File: src/rtl/adc_meas.sv
// adc_meas: windowed max/min/peak-to-peak and rising mid-code crossing count on one ADC channel.
// Optional crossing hysteresis of +/-HYST codes around mid-code: define ADC_MEAS_HYST_EN.
module adc_meas #(
  parameter int ADC_WIDTH = 12,
  parameter int HYST      = 16
) (
  input  logic                 clk,
  input  logic                 rstn,
  input  logic                 param_wen,
  input  logic [31:0]          meas_win_len,
  input  logic [31:0]          meas_ch_sel,
  input  logic                 meas_start,
  input  logic                 adc_valid,
  input  logic [ADC_WIDTH-1:0] adc_data_1,
  input  logic [ADC_WIDTH-1:0] adc_data_2,
  output logic                 meas_busy,
  output logic                 meas_done,
  output logic                 meas_valid,
  output logic [ADC_WIDTH-1:0] meas_max,
  output logic [ADC_WIDTH-1:0] meas_min,
  output logic [ADC_WIDTH-1:0] meas_vpp,
  output logic [31:0]          meas_zc_cnt
);

  // state    | meaning
  // ST_IDLE  | no window since reset, waiting for meas_start
  // ST_FIRST | window open, waiting for the seed sample
  // ST_RUN   | accumulating samples until the window is full
  // ST_DONE  | results published, waiting for the next meas_start
  typedef enum logic [1:0] {ST_IDLE, ST_FIRST, ST_RUN, ST_DONE} state_t;

  localparam logic [ADC_WIDTH-1:0] MID = {1'b1, {(ADC_WIDTH-1){1'b0}}};
`ifdef ADC_MEAS_HYST_EN
  localparam int BAND = HYST;
`else
  localparam int BAND = 0 * HYST;  // band collapses to a single threshold at mid-code
`endif
  localparam logic [ADC_WIDTH-1:0] TH_HI = MID + ADC_WIDTH'(BAND);
  localparam logic [ADC_WIDTH-1:0] TH_LO = MID - ADC_WIDTH'(BAND);

  state_t               state;
  logic [31:0]          win_len_q;
  logic [31:0]          ch_sel_q;
  logic [31:0]          rem;
  logic [ADC_WIDTH-1:0] run_max;
  logic [ADC_WIDTH-1:0] run_min;
  logic [31:0]          run_zc;
  logic                 prev_above;

  logic [ADC_WIDTH-1:0] samp;
  logic                 samp_above;
  logic                 samp_below;
  logic [ADC_WIDTH-1:0] upd_max;
  logic [ADC_WIDTH-1:0] upd_min;
  logic [31:0]          upd_zc;
  logic                 upd_prev;

  always_comb begin
    samp = MID;
    if (ch_sel_q == 32'd1)      samp = adc_data_1;
    else if (ch_sel_q == 32'd2) samp = adc_data_2;
  end

  assign samp_above = (samp >= TH_HI);
  assign samp_below = (samp <  TH_LO);

  assign upd_max  = (samp > run_max) ? samp : run_max;
  assign upd_min  = (samp < run_min) ? samp : run_min;
  assign upd_zc   = (!prev_above && samp_above && (run_zc != 32'hFFFF_FFFF)) ? run_zc + 32'd1 : run_zc;
  // in-band samples keep the previous side
  assign upd_prev = samp_above ? 1'b1 : (samp_below ? 1'b0 : prev_above);

  always_ff @(posedge clk or negedge rstn) begin
    if (!rstn) begin
      state       <= ST_IDLE;
      win_len_q   <= '0;
      ch_sel_q    <= '0;
      rem         <= '0;
      run_max     <= '0;
      run_min     <= '0;
      run_zc      <= '0;
      prev_above  <= 1'b0;
      meas_busy   <= 1'b0;
      meas_done   <= 1'b0;
      meas_valid  <= 1'b0;
      meas_max    <= '0;
      meas_min    <= '0;
      meas_vpp    <= '0;
      meas_zc_cnt <= '0;
    end else begin
      meas_done <= 1'b0;
      case (state)
        ST_IDLE, ST_DONE: begin
          if (param_wen) begin
            win_len_q <= meas_win_len;
            ch_sel_q  <= meas_ch_sel;
          end
          if (meas_start) begin
            state      <= ST_FIRST;
            meas_valid <= 1'b0;
            meas_busy  <= 1'b1;
            rem        <= '0;
          end
        end
        ST_FIRST: begin
          if (adc_valid) begin
            run_max    <= samp;
            run_min    <= samp;
            run_zc     <= '0;
            prev_above <= samp_above;
            if (win_len_q <= 32'd1) begin
              state       <= ST_DONE;
              meas_busy   <= 1'b0;
              meas_done   <= 1'b1;
              meas_valid  <= 1'b1;
              meas_max    <= samp;
              meas_min    <= samp;
              meas_vpp    <= '0;
              meas_zc_cnt <= '0;
            end else begin
              rem   <= win_len_q - 32'd1;
              state <= ST_RUN;
            end
          end
        end
        ST_RUN: begin
          if (adc_valid) begin
            run_max    <= upd_max;
            run_min    <= upd_min;
            run_zc     <= upd_zc;
            prev_above <= upd_prev;
            rem        <= rem - 32'd1;
            if (rem == 32'd1) begin
              state       <= ST_DONE;
              meas_busy   <= 1'b0;
              meas_done   <= 1'b1;
              meas_valid  <= 1'b1;
              meas_max    <= upd_max;
              meas_min    <= upd_min;
              meas_vpp    <= upd_max - upd_min;
              meas_zc_cnt <= upd_zc;
            end
          end
        end
        default: state <= ST_IDLE;
      endcase
    end
  end

endmodule

File: config.mk
export PLATFORM = sky130hd
export DESIGN_NAME = adc_meas
export DESIGN_NICKNAME = d
export VERILOG_FILES = /design/src/rtl/adc_meas.sv
export SDC_FILE = /design/constraint.sdc
export NUM_CORES = 1
export LEC_CHECK = 0
export ABC_AREA = 1
export CORE_UTILIZATION = 44
export CTS_CLUSTER_SIZE = 20
export DETAILED_ROUTE_END_ITERATION = 12
export PLACE_DENSITY = 0.66
export SETUP_SLACK_MARGIN = 0.15
export SLEW_MARGIN = 20
export SYNTH_ARGS = -nofsm -noshare
export SYNTH_HDL_FRONTEND = slang
export SYNTH_SLANG_ARGS = --single-unit
File: constraint.sdc
create_clock -name clk -period 5.4 [get_ports clk]
set_clock_uncertainty 0.05 [all_clocks]
set_input_delay 1.08 -clock clk [delete_from_list [all_inputs] [get_ports clk]]
set_output_delay 1.08 -clock clk [all_outputs]
set_load 0.05 [all_outputs]
Word level (Yosys, flattened, before mapping)
Cells that the tools add are included.

Add/sub/neg operators: 4. Multiply operators: 0. Div/mod/pow operators: 0. Magnitude comparators: 5. Equal/unequal tests: 14. Shift-type cells: 0. Multiplexer cells: 64. Bitwise logic cells: 0. Reductions and logical operators: 13.

Operators with widths (number): $mux W32 (11); $mux W12 (17); $pmux W32 S2 (2); $pmux W12 S2 (5); $pmux W32 S3 (1); $eq A32 B1 Y1 const B (2); $sub A32 B1 Y32 const B (2); $add A32 B1 Y32 const B (1); $eq A32 B2 Y1 const B (1); $le A32 B1 Y1 const B (1); $ne A32 B32 Y1 const B (1); $mux W1 (19); $ge A12 B12 Y1 const B (1); $gt A12 B12 Y1 (1); $lt A12 B12 Y1 (1); $lt A12 B12 Y1 const B (1); $ne A2 B2 Y1 const B (6); $reduce_and A4 Y1 (3); $sub A12 B12 Y12 (1); $reduce_and A5 Y1 (2); $mux W2 (4); $pmux W1 S3 (2); $pmux W2 S3 (1); $eq A2 B2 Y1 const B (2); other kinds (10) (12).

Register bits: 226. Bits in latches: 0. RAM bits: 0. Memory bits (read-only): 0. Input bits: 93. Output and inout bits: 71. Memories kept: 0.

Logic depth before layout (Yosys ltp)
Depth in word-level cells: 10. Mapped depth: 32.

Least setup slack after synthesis
No wires, ideal clock.

Path type: input to register. Start: input adc_data_1[10]. End: register meas_vpp[9]. Setup time: 0.118 ns. Arrival: 3.855 ns. Required time: 5.232 ns. Path slack: 1.378 ns. Stages on the path: 22. Buffers on the path: 1. Cells stage by stage: inv_1 o21ai_0 ha_1 nand2_1 inv_1 nand3_1 nor2_1 inv_1 a21oi_1 o22ai_2 inv_1 clkbuf_1 o21ai_0 ha_1 a21oi_1 nand2_1 nand2_1 nor2_2 o21ai_2 nand3b_1 nand3_1 nand2_1.

Longest elaborated chain between the ends: 7. Elaborated cells on any way between the ends: 9. Those cells by class: 1 x add/sub; 2 x order compare; 6 x mux.

RTL lines: start, declared (RTL line 14) `input logic [ADC_WIDTH-1:0] adc_data_1,`; $mux W12 (*) (RTL line 60) `if (ch_sel_q == 32'd1) samp = adc_data_1;`; $gt A12 B12 Y1 / $lt A12 B12 Y1 (equally long branches) (RTL line 67, 68); $mux W12 (on tied branches) (RTL line 67, 68); $sub A12 B12 Y12 (*) (RTL line 140) `meas_vpp <= upd_max - upd_min;`; $mux W12 (*) (RTL line 133) `if (rem == 32'd1) begin`; $mux W12 (*) (RTL line 127) `if (adc_valid) begin`; $pmux W12 S2 (*) (RTL line 92) `case (state)`; end signal, assigned (RTL line 140); end, declared (RTL line 21) `output logic [ADC_WIDTH-1:0] meas_vpp,`.

Every way passes the cells marked *; elsewhere a longest branch is shown, timed or not. The select of a mux whose other input is x is not followed. A chain may end at the register's enable or synchronous reset.

Worst setup path in the final report
Start: register ch_sel_q[5]. End: register meas_vpp[8].

Longest elaborated chain between the ends: 9. Elaborated cells on any way between the ends: 12. Those cells by class: 1 x add/sub; 2 x order compare; 2 x eq/ne; 7 x mux.

RTL lines: start, declared (RTL line 43) `logic [31:0] ch_sel_q;`; start signal, assigned (RTL line 96) `ch_sel_q <= meas_ch_sel;`; $eq A32 B2 Y1 (RTL line 61) `else if (ch_sel_q == 32'd2) samp = adc_data_2;`; $mux W12 (RTL line 61); $mux W12 (*) (RTL line 60); $gt A12 B12 Y1 / $lt A12 B12 Y1 (equally long branches) (RTL line 67, 68); $mux W12 (on tied branches) (RTL line 67, 68); $sub A12 B12 Y12 (*) (RTL line 140); $mux W12 (*) (RTL line 133); $mux W12 (*) (RTL line 127); $pmux W12 S2 (*) (RTL line 92).

Marked as above.

==> results.md <==
- Post-CTS Setup Bufs: 0
- P_leak: 7.423 nW
- Fraction of layout cells with a size suffix above 1: 8.814%
- Layout overhead on the synthesized area: 22.11%
- Largest area contributor in the netlist: dfrtp_1
- Status: completed
- R2R Path End: meas_vpp[8]$_DFFE_PN0P_
- Fmax: 0.2257 GHz
- Synth unique cells: 60
- R2R Setup Slk: 0.97 ns
- Hold Crit Depth: 2
- Synthesized cell area: 13340 um2
- RSZ-0062 raised after global routing: no
- Max stage delay cell, worst path: fa_1
- Number of synthesized flops with an enable pin: 0
- First-pass DRT Iterations: 5
- Antenna diode count: 0
- Most common cell in the netlist: nand2_1
- Hold_buf cts: 0
- Post-CTS sizing: 0
- WS Path Type: flop to flop
- Clock transition at path regs: 0.06 ns
- CP dominant cell by count: nand2_1
- Syn_area_per_cell: 7.507 um2
- Vias in the first global route: 11440
- Hold Crit Start: meas_max[2]$_DFFE_PN0P_
- Crit path launch type: flop
- Die area: 31020 um2
- DR vias/cell: 5.201
- CP Data Required Time: 5.83 ns
- Largest net degree at the start of global routing: 103
- Detailed-route via count: 12120
- # H-tree levels: 1
- Yosys Warn Count: 0
- Synth Instances: 1777
- Core area: 29720 um2
- Residual DRC: 0
- DRT iter0 DRCs: 808
- CTS tree: built
- Total Routing Usage GR: 22.87%
- Area share of the leading cell type in the synthesized netlist: 42.39%
- Nets: 2051
- Total of max-cap violations: 0
- CTS Buf Count: 26
- Combinational Power Share: 52.0%
- Synth Flop Type: dfrtp_1
- Flop pwr share: 27.5%
- Setup WS pre-CTS: 0.6611 ns
- Hold Path End: meas_max[2]$_DFFE_PN0P_
- Clock Tree Buf Depth: 3
- Worst Setup Slack, final: 0.9702 ns
- CTS root buffer: clkbuf_16
- FF-to-FF Start: ch_sel_q[5]$_DFFE_PN0P_
- Hold Path Class: flop to flop
- Pwr dens: 564.4 nW/um2
- Period utilization: 82.03%
- Ports: 164
- Wirelength per Cell: 15.08 um
- Total internal power: 0.004893 W
- P_sw: 0.004301 W
- Min cycle time layout: 4.430 ns
- Die X: 176.1 um
- Fin. Hold Viols: 0
- Syn nets: 1907
- Antenna Violating Nets Remaining: 0
- Final HPWL DP: 25320 um
- Largest stage delay on the critical path: 0.40 ns
- Max VDD drop: 0.2920 mV
- Drt total wl: 35140 um
- Worst slew margin: 37.20%
- Die Y: 176.1 um
- Ys async rst share: 100.0%
- Final max-slew violation count: 0
- Clock power share: 20.5%
- Grt total ovfl: 0
- Initial antenna violation count: 0
- Port Buffer Count: 163
- Crit path capture type: flop
- CP Max Fanout: 22
- Commonest cells in the synthesized netlist: nand2_1 (376), inv_1 (230), dfrtp_1 (226)
- Final setup viols: 0
- Switching Share: 46.78%
- Synth top area cells: dfrtp_1 (42%), nand2_1 (11%), o21ai_0 (7.1%)
- Synth Register Bits: 226
- Starting Density: 44.89%
- Data arrival, critical path: 4.86 ns
- Cell Rows: 63
- Layout Utilization: 54.81%
- First-pass GRT wire length: 57730 um
- Setup TNS: 0 ns
- Register area share after synthesis: 42.39%
- Sink Count: 226
- GP Congestion: 0.9265
- Worst-margin pin slew: 0.9409 ns
- Worst setup startpoint: ch_sel_q[5]$_DFFE_PN0P_
- Worst reg-to-reg path cell count: 28
- Clk_lat worst skew: 0.54 ns
[kinds of logic after synthesis]
kind of cell,after synthesis,synth area share [%]
compound gates,391,16.51
xor+xnor,17,1.116
fa+ha+maj,37,3.527
buf+inv,308,8.995
flops,226,42.39
mux,13,1.097
simple gates,785,26.36
[worst max path at each step]
stage / to / slack (ns)
after global routing: meas_vpp[8]$_DFFE_PN0P_ / 0.59
final: meas_vpp[8]$_DFFE_PN0P_ / 0.97
after detailed placement: meas_vpp[8]$_DFFE_PN0P_ / 0.66
after global placement: meas_vpp[10]$_DFFE_PN0P_ / 0.76
after floorplan: meas_vpp[9]$_DFFE_PN0P_ / 1.38
after CTS: meas_vpp[8]$_DFFE_PN0P_ / 1.02
[per-layer routing]
metal | vias up | routed length [um] | global-route usage [%]
li1 | 6117 | - | -
met1 | 5625 | 16910 | 33.05
met2 | 329 | 15690 | 36.12
met3 | 48 | 1793 | 2.627
met4 | 0 | 740 | 6.268
met5 | - | 0 | 0
[flip-flops by register name, indices dropped and copies added (netlist names)]
register	flops
ch_sel_q	32
meas_busy	1
meas_done	1
meas_max	12
meas_min	12
meas_valid	1
meas_vpp	12
meas_zc_cnt	32
prev_above	1
rem	32
run_max	12
run_min	12
run_zc	32
state	2
win_len_q	32
[per-stage QoR]
step / area [um2] / total power (W) / instances / hold WS, ns
2_1_floorplan: 13340 / 0.006003 / 1777 / 0.4030
3_3_place_gp: 15360 / 0.007202 / 2283 / 0.4048
3_5_place_dp: 15360 / 0.007303 / 2283 / 0.4121
4_1_cts: 16290 / 0.009225 / 2330 / 0.4274
5_1_grt: 16290 / 0.009923 / 2330 / 0.4503
6_report: 16290 / 0.009194 / 2330 / 0.4228
[worst max-delay path, delay by kind of cell, from the launching register on]
kind | cells | cell delay (ns)
buf+inv | 4 | 0.29
simple gates | 19 | 2.45
compound gates | 2 | 0.30
flops | 1 | 0.36
fa+ha+maj | 3 | 0.91
[cell usage in the layout, fill, tap and decap left out, types with 11 or more instances in the layout]
master | netlist | layout
nand3_2 | 13 | 13
clkbuf_16 | 0 | 26
inv_1 | 230 | 229
dfrtp_1 | 226 | 226
buf_4 | 1 | 19
a31oi_1 | 11 | 11
nand4_1 | 17 | 17
o21ai_0 | 188 | 188
nand2_1 | 376 | 375
nor4_1 | 13 | 13
nand2_2 | 20 | 20
a32o_1 | 17 | 17
nor2_2 | 14 | 15
nor3_1 | 33 | 33
o21ai_1 | 23 | 23
ha_1 | 36 | 35
clkdlybuf4s50_1 | 0 | 162
a21oi_1 | 109 | 108
nand3_1 | 79 | 79
xor2_1 | 12 | 12
nor2_1 | 193 | 192
mux2_2 | 13 | 13
[power groups by stage]
stage                     registers, W  logic (W)  clock network, W
final                          0.00253    0.00478           0.00188
after global routing           0.00259    0.00534           0.00200
after CTS                      0.00253    0.00477           0.00192
after detailed placement       0.00255    0.00475                 0
after global placement         0.00254    0.00466                 0
after floorplan                0.00289    0.00312                 0
[final cells by class]
class	count	area, um2
repair buffers	183	1799
inverters	241	907.1
multi-input cells	1243	6509
flip-flops and latches	226	5655
clock inverters	7	127.6
fillers	2861	13430
clock buffers	40	803.3
well taps	390	488.0
(Power assumes the default switching activity.)
